`config.mk`:
```
export PLATFORM = sky130hd
export DESIGN_NAME = reg_file_wb
export DESIGN_NICKNAME = d
export VERILOG_FILES = /design/src/rtl/reg_file_wb_pkg.sv /design/src/rtl/reg_file_wb_read_port.sv /design/src/rtl/reg_file_wb.sv
export SDC_FILE = /design/constraint.sdc
export NUM_CORES = 2
export LEC_CHECK = 0
export BUFFER_PORTS_ARGS = -buffer_cell sky130_fd_sc_hd__buf_4
export CORE_MARGIN = 3
export CORE_UTILIZATION = 55
export DETAILED_ROUTE_END_ITERATION = 7
export GPL_TIMING_DRIVEN = 1
export MAX_ROUTING_LAYER = met4
export PLACE_DENSITY_LB_ADDON = 0.15
export SLEW_MARGIN = 0
export SYNTH_ARGS = -nofsm -noshare
export SYNTH_HDL_FRONTEND = slang
export SYNTH_SLANG_ARGS = --single-unit
```
`constraint.sdc`:
```
create_clock -name clk -period 88.1 [get_ports clk]
set_input_delay 8.81 -clock clk [delete_from_list [all_inputs] [get_ports clk]]
set_output_delay 8.81 -clock clk [all_outputs]
set_load 0.02 [all_outputs]
```
`src/rtl/reg_file_wb_pkg.sv`:
```
// Shared definitions for the write-back data path: widths, register count,
// the hardwired-zero index and the WB select encodings used by the WB mux.
package reg_file_wb_pkg;

    localparam int XLEN = 32;
    localparam int AW   = 5;
    localparam int NREG = 2 ** AW;

    localparam logic [AW-1:0] REG_ZERO = 5'd0;

    // Write-back source select; the WB mux and this block share this encoding.
    typedef enum logic [1:0] {
        WB_ALU = 2'd0,
        WB_EXT = 2'd1,
        WB_PC  = 2'd2
    } wb_sel_e;

endpackage : reg_file_wb_pkg

```
`src/rtl/reg_file_wb_read_port.sv`:
```
// One combinational read port: x0 reads zero, a matching in-flight write is
// forwarded, otherwise the stored register value is returned.
module rf_read_port
    import reg_file_wb_pkg::*;
(
    input  logic [AW-1:0]   idx,
    input  logic [XLEN-1:0] regs [NREG],
    input  logic            byp_en,
    input  logic [AW-1:0]   byp_idx,
    input  logic [XLEN-1:0] byp_data,
    output logic [XLEN-1:0] data
);

    // Zero register first, then same-cycle forwarding, then storage.
    always_comb begin
        data = regs[idx];
        if (idx == REG_ZERO) begin
            data = '0;
        end else if (byp_en && (byp_idx == idx)) begin
            data = byp_data;
        end
    end

endmodule : rf_read_port

```
`src/rtl/reg_file_wb.sv`:
```
// 32x32 integer register file at the write-back end of the pipeline.
// Two bypassed read ports for ID, one unbypassed debug port, and a registered
// trace of the last committed write plus a running commit counter.
module reg_file_wb
    import reg_file_wb_pkg::*;
(
    input  logic            clk,
    input  logic            rst,
    input  logic            rf_we,
    input  logic [AW-1:0]   wR,
    input  logic [XLEN-1:0] wD,
    input  logic [AW-1:0]   rR1,
    input  logic [AW-1:0]   rR2,
    output logic [XLEN-1:0] rD1,
    output logic [XLEN-1:0] rD2,
    input  logic [AW-1:0]   dbg_sel,
    output logic [XLEN-1:0] dbg_data,
    output logic            trace_valid,
    output logic [AW-1:0]   trace_reg,
    output logic [XLEN-1:0] trace_data,
    output logic [31:0]     wr_count
);

    logic [XLEN-1:0] regs_q [NREG];
    logic [XLEN-1:0] regs_d [NREG];
    logic            trace_valid_q, trace_valid_d;
    logic [AW-1:0]   trace_reg_q,   trace_reg_d;
    logic [XLEN-1:0] trace_data_q,  trace_data_d;
    logic [31:0]     wr_count_q,    wr_count_d;

    logic commit;
    logic byp_en;

    // A write commits only to a non-zero destination.
    assign commit = rf_we && (wR != REG_ZERO);
    // Forwarding is suppressed while reset is held so reads stay at zero.
    assign byp_en = commit && !rst;

    // Next-state for storage, trace and counter; hold unless a write commits.
    always_comb begin
        regs_d        = regs_q;
        trace_valid_d = 1'b0;
        trace_reg_d   = trace_reg_q;
        trace_data_d  = trace_data_q;
        wr_count_d    = wr_count_q;
        if (commit) begin
            regs_d[wR]    = wD;
            trace_valid_d = 1'b1;
            trace_reg_d   = wR;
            trace_data_d  = wD;
            wr_count_d    = wr_count_q + 32'd1;
        end
        regs_d[0] = '0;
    end

    // Register array; async reset clears every entry and discards a pending write.
    always_ff @(posedge clk or posedge rst) begin
        if (rst) begin
            for (int i = 0; i < NREG; i++) begin
                regs_q[i] <= '0;
            end
        end else begin
            regs_q <= regs_d;
        end
    end

    // Trace port and commit counter; counter wraps naturally at 2^32.
    always_ff @(posedge clk or posedge rst) begin
        if (rst) begin
            trace_valid_q <= 1'b0;
            trace_reg_q   <= '0;
            trace_data_q  <= '0;
            wr_count_q    <= '0;
        end else begin
            trace_valid_q <= trace_valid_d;
            trace_reg_q   <= trace_reg_d;
            trace_data_q  <= trace_data_d;
            wr_count_q    <= wr_count_d;
        end
    end

    rf_read_port u_rd1 (
        .idx      (rR1),
        .regs     (regs_q),
        .byp_en   (byp_en),
        .byp_idx  (wR),
        .byp_data (wD),
        .data     (rD1)
    );

    rf_read_port u_rd2 (
        .idx      (rR2),
        .regs     (regs_q),
        .byp_en   (byp_en),
        .byp_idx  (wR),
        .byp_data (wD),
        .data     (rD2)
    );

    // Debug view shows committed state only, so forwarding is tied off.
    rf_read_port u_dbg (
        .idx      (dbg_sel),
        .regs     (regs_q),
        .byp_en   (1'b0),
        .byp_idx  (REG_ZERO),
        .byp_data ('0),
        .data     (dbg_data)
    );

    assign trace_valid = trace_valid_q;
    assign trace_reg   = trace_reg_q;
    assign trace_data  = trace_data_q;
    assign wr_count    = wr_count_q;

endmodule : reg_file_wb

```
==> flow_summary.json <==
{
  "outcome": "finished clean",
  "rows": 124,
  "ios": 221,
  "utilization": 0.616,
  "finClkSkew_ns": 0.0103,
  "vias_per_cell": 7.54,
  "slowest_stage": "a41oi_4",
  "cts.clk_slew.worst_paths_ns": 0.06,
  "path_class": "input port to output pin",
  "ys_types": 54,
  "critPathLaunch": "wR[2]",
  "grt_use_total": 0.371,
  "fp.dieH_um": 347,
  "ctsLongestPathBuffers": 3,
  "ir_worst_vdd_mv": 0.0173,
  "grt_pass1_wl_um": 317000,
  "overflow": 0,
  "cp.arrival_ns": 12.93,
  "ant_nets": 0,
  "power.switching_mw": 0.467,
  "synth_warnings": 0,
  "critPathMaxStageDelay_ns": 0.83,
  "dieWidth_um": 347,
  "end_kind": "output pin",
  "postCtsHoldBufs": 0,
  "syn2layout_area_growth_pct": 10.6,
  "dieArea_sq_mm": 0.120,
  "pwr-share-comb": 0.247,
  "clock_latency_ns": 0.72,
  "r2r_slack_ns": 86.02,
  "wl_per_cell_um": 36.6,
  "finalHoldViolCount": 0,
  "syn_nets": 4425,
  "ys_seq_area_frac": 0.416,
  "syn-cell-area_sq_mm": 0.0640,
  "r2r-start": "wr_count[0]",
  "gp_congestion": 0.854,
  "p_per_area_mw_per_mm2": 22.7,
  "dominantRegCellSynth": "dfrtp_1",
  "critPathMaxFanout": 20,
  "largest_reg_flops": 992,
  "required_ns": 79.29,
  "drt_first_pass_iters": 6,
  "worstSetupStartpointType": "input port",
  "htreeDepth": 3,
  "seq_power_share": 0.418,
  "period_share": 0.247,
  "core_area_sq_mm": 0.115,
  "r2r-end": "wr_count[14]",
  "largest_register": "regs_q",
  "cts_setup_buffers": 0,
  "numCtsBuffers": 118,
  "power.internal_mw": 1.14,
  "first_iter_violations": 5299,
  "synth_cells": 4369,
  "drive_above_1_share": 0.555,
  "final_common_cell": "mux2_2",
  "max-cap-violations": 0,
  "drc_errors": 0,
  "avgSynthCellArea_sq_um": 14.6,
  "root_buffer": "clkbuf_16",
  "clock_sinks": 1062,
  "synth-seq-cells": 1062,
  "most-common-layout-cells": "mux2_2 (1,116), dfrtp_1 (1,062), mux4_2 (732)",
  "synth_edf_count": 0,
  "synth-async-reset-ratio": 1.00,
  "port_buffers": 220,
  "tns_ns": 0,
  "final_max_slew_viol_count": 0,
  "nets": 4362,
  "tritoncts": "yes",
  "routed_wl_um": 217000,
  "grt_pass1_vias": 44400,
  "rsz0062_at_grt": "no",
  "min_path_type": "register to register",
  "crit_end": "rD2[10]",
  "grt_max_degree": 176,
  "crit_path_frequent_cell": "buf_4",
  "setup_violations": 0,
  "max_freq_mhz": 46.0,
  "power_frac_clock": 0.335,
  "antenna_found_initial": 3,
  "reg2regPathDepth": 5,
  "worstMarginPinSlew_ns": 1.24,
  "p_leak_nw": 30.0,
  "start_util": 0.557,
  "relSlewSlack": 0.172,
  "hpwl_um": 121000,
  "post-route-min-period_ns": 21.74,
  "crit_path_cell_trace": "buf_4, or3_1, o31ai_4, inv_2, buf_4, a41oi_4, buf_4, o311ai_0, o211a_1, buf_4",
  "p_sw_frac": 0.291,
  "cts_resized": 0,
  "via_count": 44700
}
final cells by class:
type	count	area (sq um)
clock buffers	170	3480
multi-input cells	2803	35500
flip-flops and latches	1062	26600
well taps	1512	1890
diodes	3	7.51
clock inverters	54	767
fillers	8674	44100
repair buffers	310	2470
inverters	11	48.8
metal layers:
metal,part of all wire,global-route usage,vias up
met4,0.046,0.150,0
met1,0.38,0.499,23900
li1,-,-,17200
met2,0.46,0.547,2955
met3,0.11,0.0922,581
met5,0,-,-
worst max-delay path, delay by kind of cell:
kind	cells	cell delay, ns
buf+inv	5	1.85
simple gates	1	0.43
compound gates	4	1.79
metrics by stage:
| stage | hold WS [ns] | worst slack [ns] | power, mW | instances | area (sq um) |
|---|---|---|---|---|---|
| floorplan | 0.507 | 44.76 | 0.950 | 4369 | 64000 |
| global placement | 0.461 | 66.57 | 1.05 | 5698 | 66500 |
| detailed placement | 0.464 | 66.53 | 1.07 | 5698 | 66500 |
| CTS | 0.483 | 66.52 | 1.60 | 5922 | 70800 |
| global route | 0.499 | 66.37 | 1.66 | 5925 | 70800 |
| finish | 0.477 | 66.36 | 1.60 | 5925 | 70800 |
power groups by stage:
stage | sequential [mW] | combinational (mW) | clock [mW]
final | 0.670 | 0.395 | 0.538
after global placement | 0.666 | 0.387 | 0
after detailed placement | 0.673 | 0.393 | 0
after global routing | 0.681 | 0.418 | 0.564
after CTS | 0.664 | 0.395 | 0.543
after floorplan | 0.649 | 0.300 | 0
how the worst min path moves through the flow:
stage                   startpoint             end  cells after the start
CTS                 trace_data[26]  trace_data[26]                      2
detailed placement  trace_data[19]  trace_data[19]                      2
floorplan              regs_q[926]     regs_q[926]                      1
global route        trace_data[29]  trace_data[29]                      2
finish              trace_data[22]  trace_data[22]                      2
global placement    trace_data[26]  trace_data[26]                      2
cells in the mapped netlist, types with 10 or more instances:
| master | number | area [sq um] |
|---|---|---|
| a22o_1 | 68 | 596 |
| nor2_1 | 68 | 255 |
| buf_4 | 22 | 165 |
| nor2b_1 | 69 | 432 |
| buf_1 | 71 | 267 |
| inv_1 | 10 | 37.5 |
| mux2_2 | 1116 | 12600 |
| or2_2 | 33 | 206 |
| nor3_1 | 68 | 340 |
| mux2i_1 | 12 | 120 |
| o211a_1 | 30 | 300 |
| a22oi_1 | 120 | 901 |
| xor2_1 | 17 | 149 |
| a221oi_1 | 62 | 543 |
| xnor2_1 | 24 | 210 |
| nand3_1 | 48 | 240 |
| o211ai_1 | 31 | 233 |
| clkbuf_1 | 237 | 890 |
| dfrtp_1 | 1062 | 26600 |
| o311ai_0 | 27 | 236 |
| o22ai_1 | 32 | 200 |
| buf_2 | 161 | 806 |
| mux4_2 | 732 | 16500 |
| nand2_1 | 170 | 638 |
logic make-up after synthesis:
family | count (synthesis) | synth area share
adders and majority gates | 1 | 0.000196
and+or+nand+nor | 500 | 0.0378
AOI/OAI and AO/OA | 401 | 0.0505
xor gates and xnor gates | 41 | 0.00561
buffers and inverters | 504 | 0.0343
muxes | 1860 | 0.456
DFF | 1062 | 0.416
(Power assumes the default switching activity.)
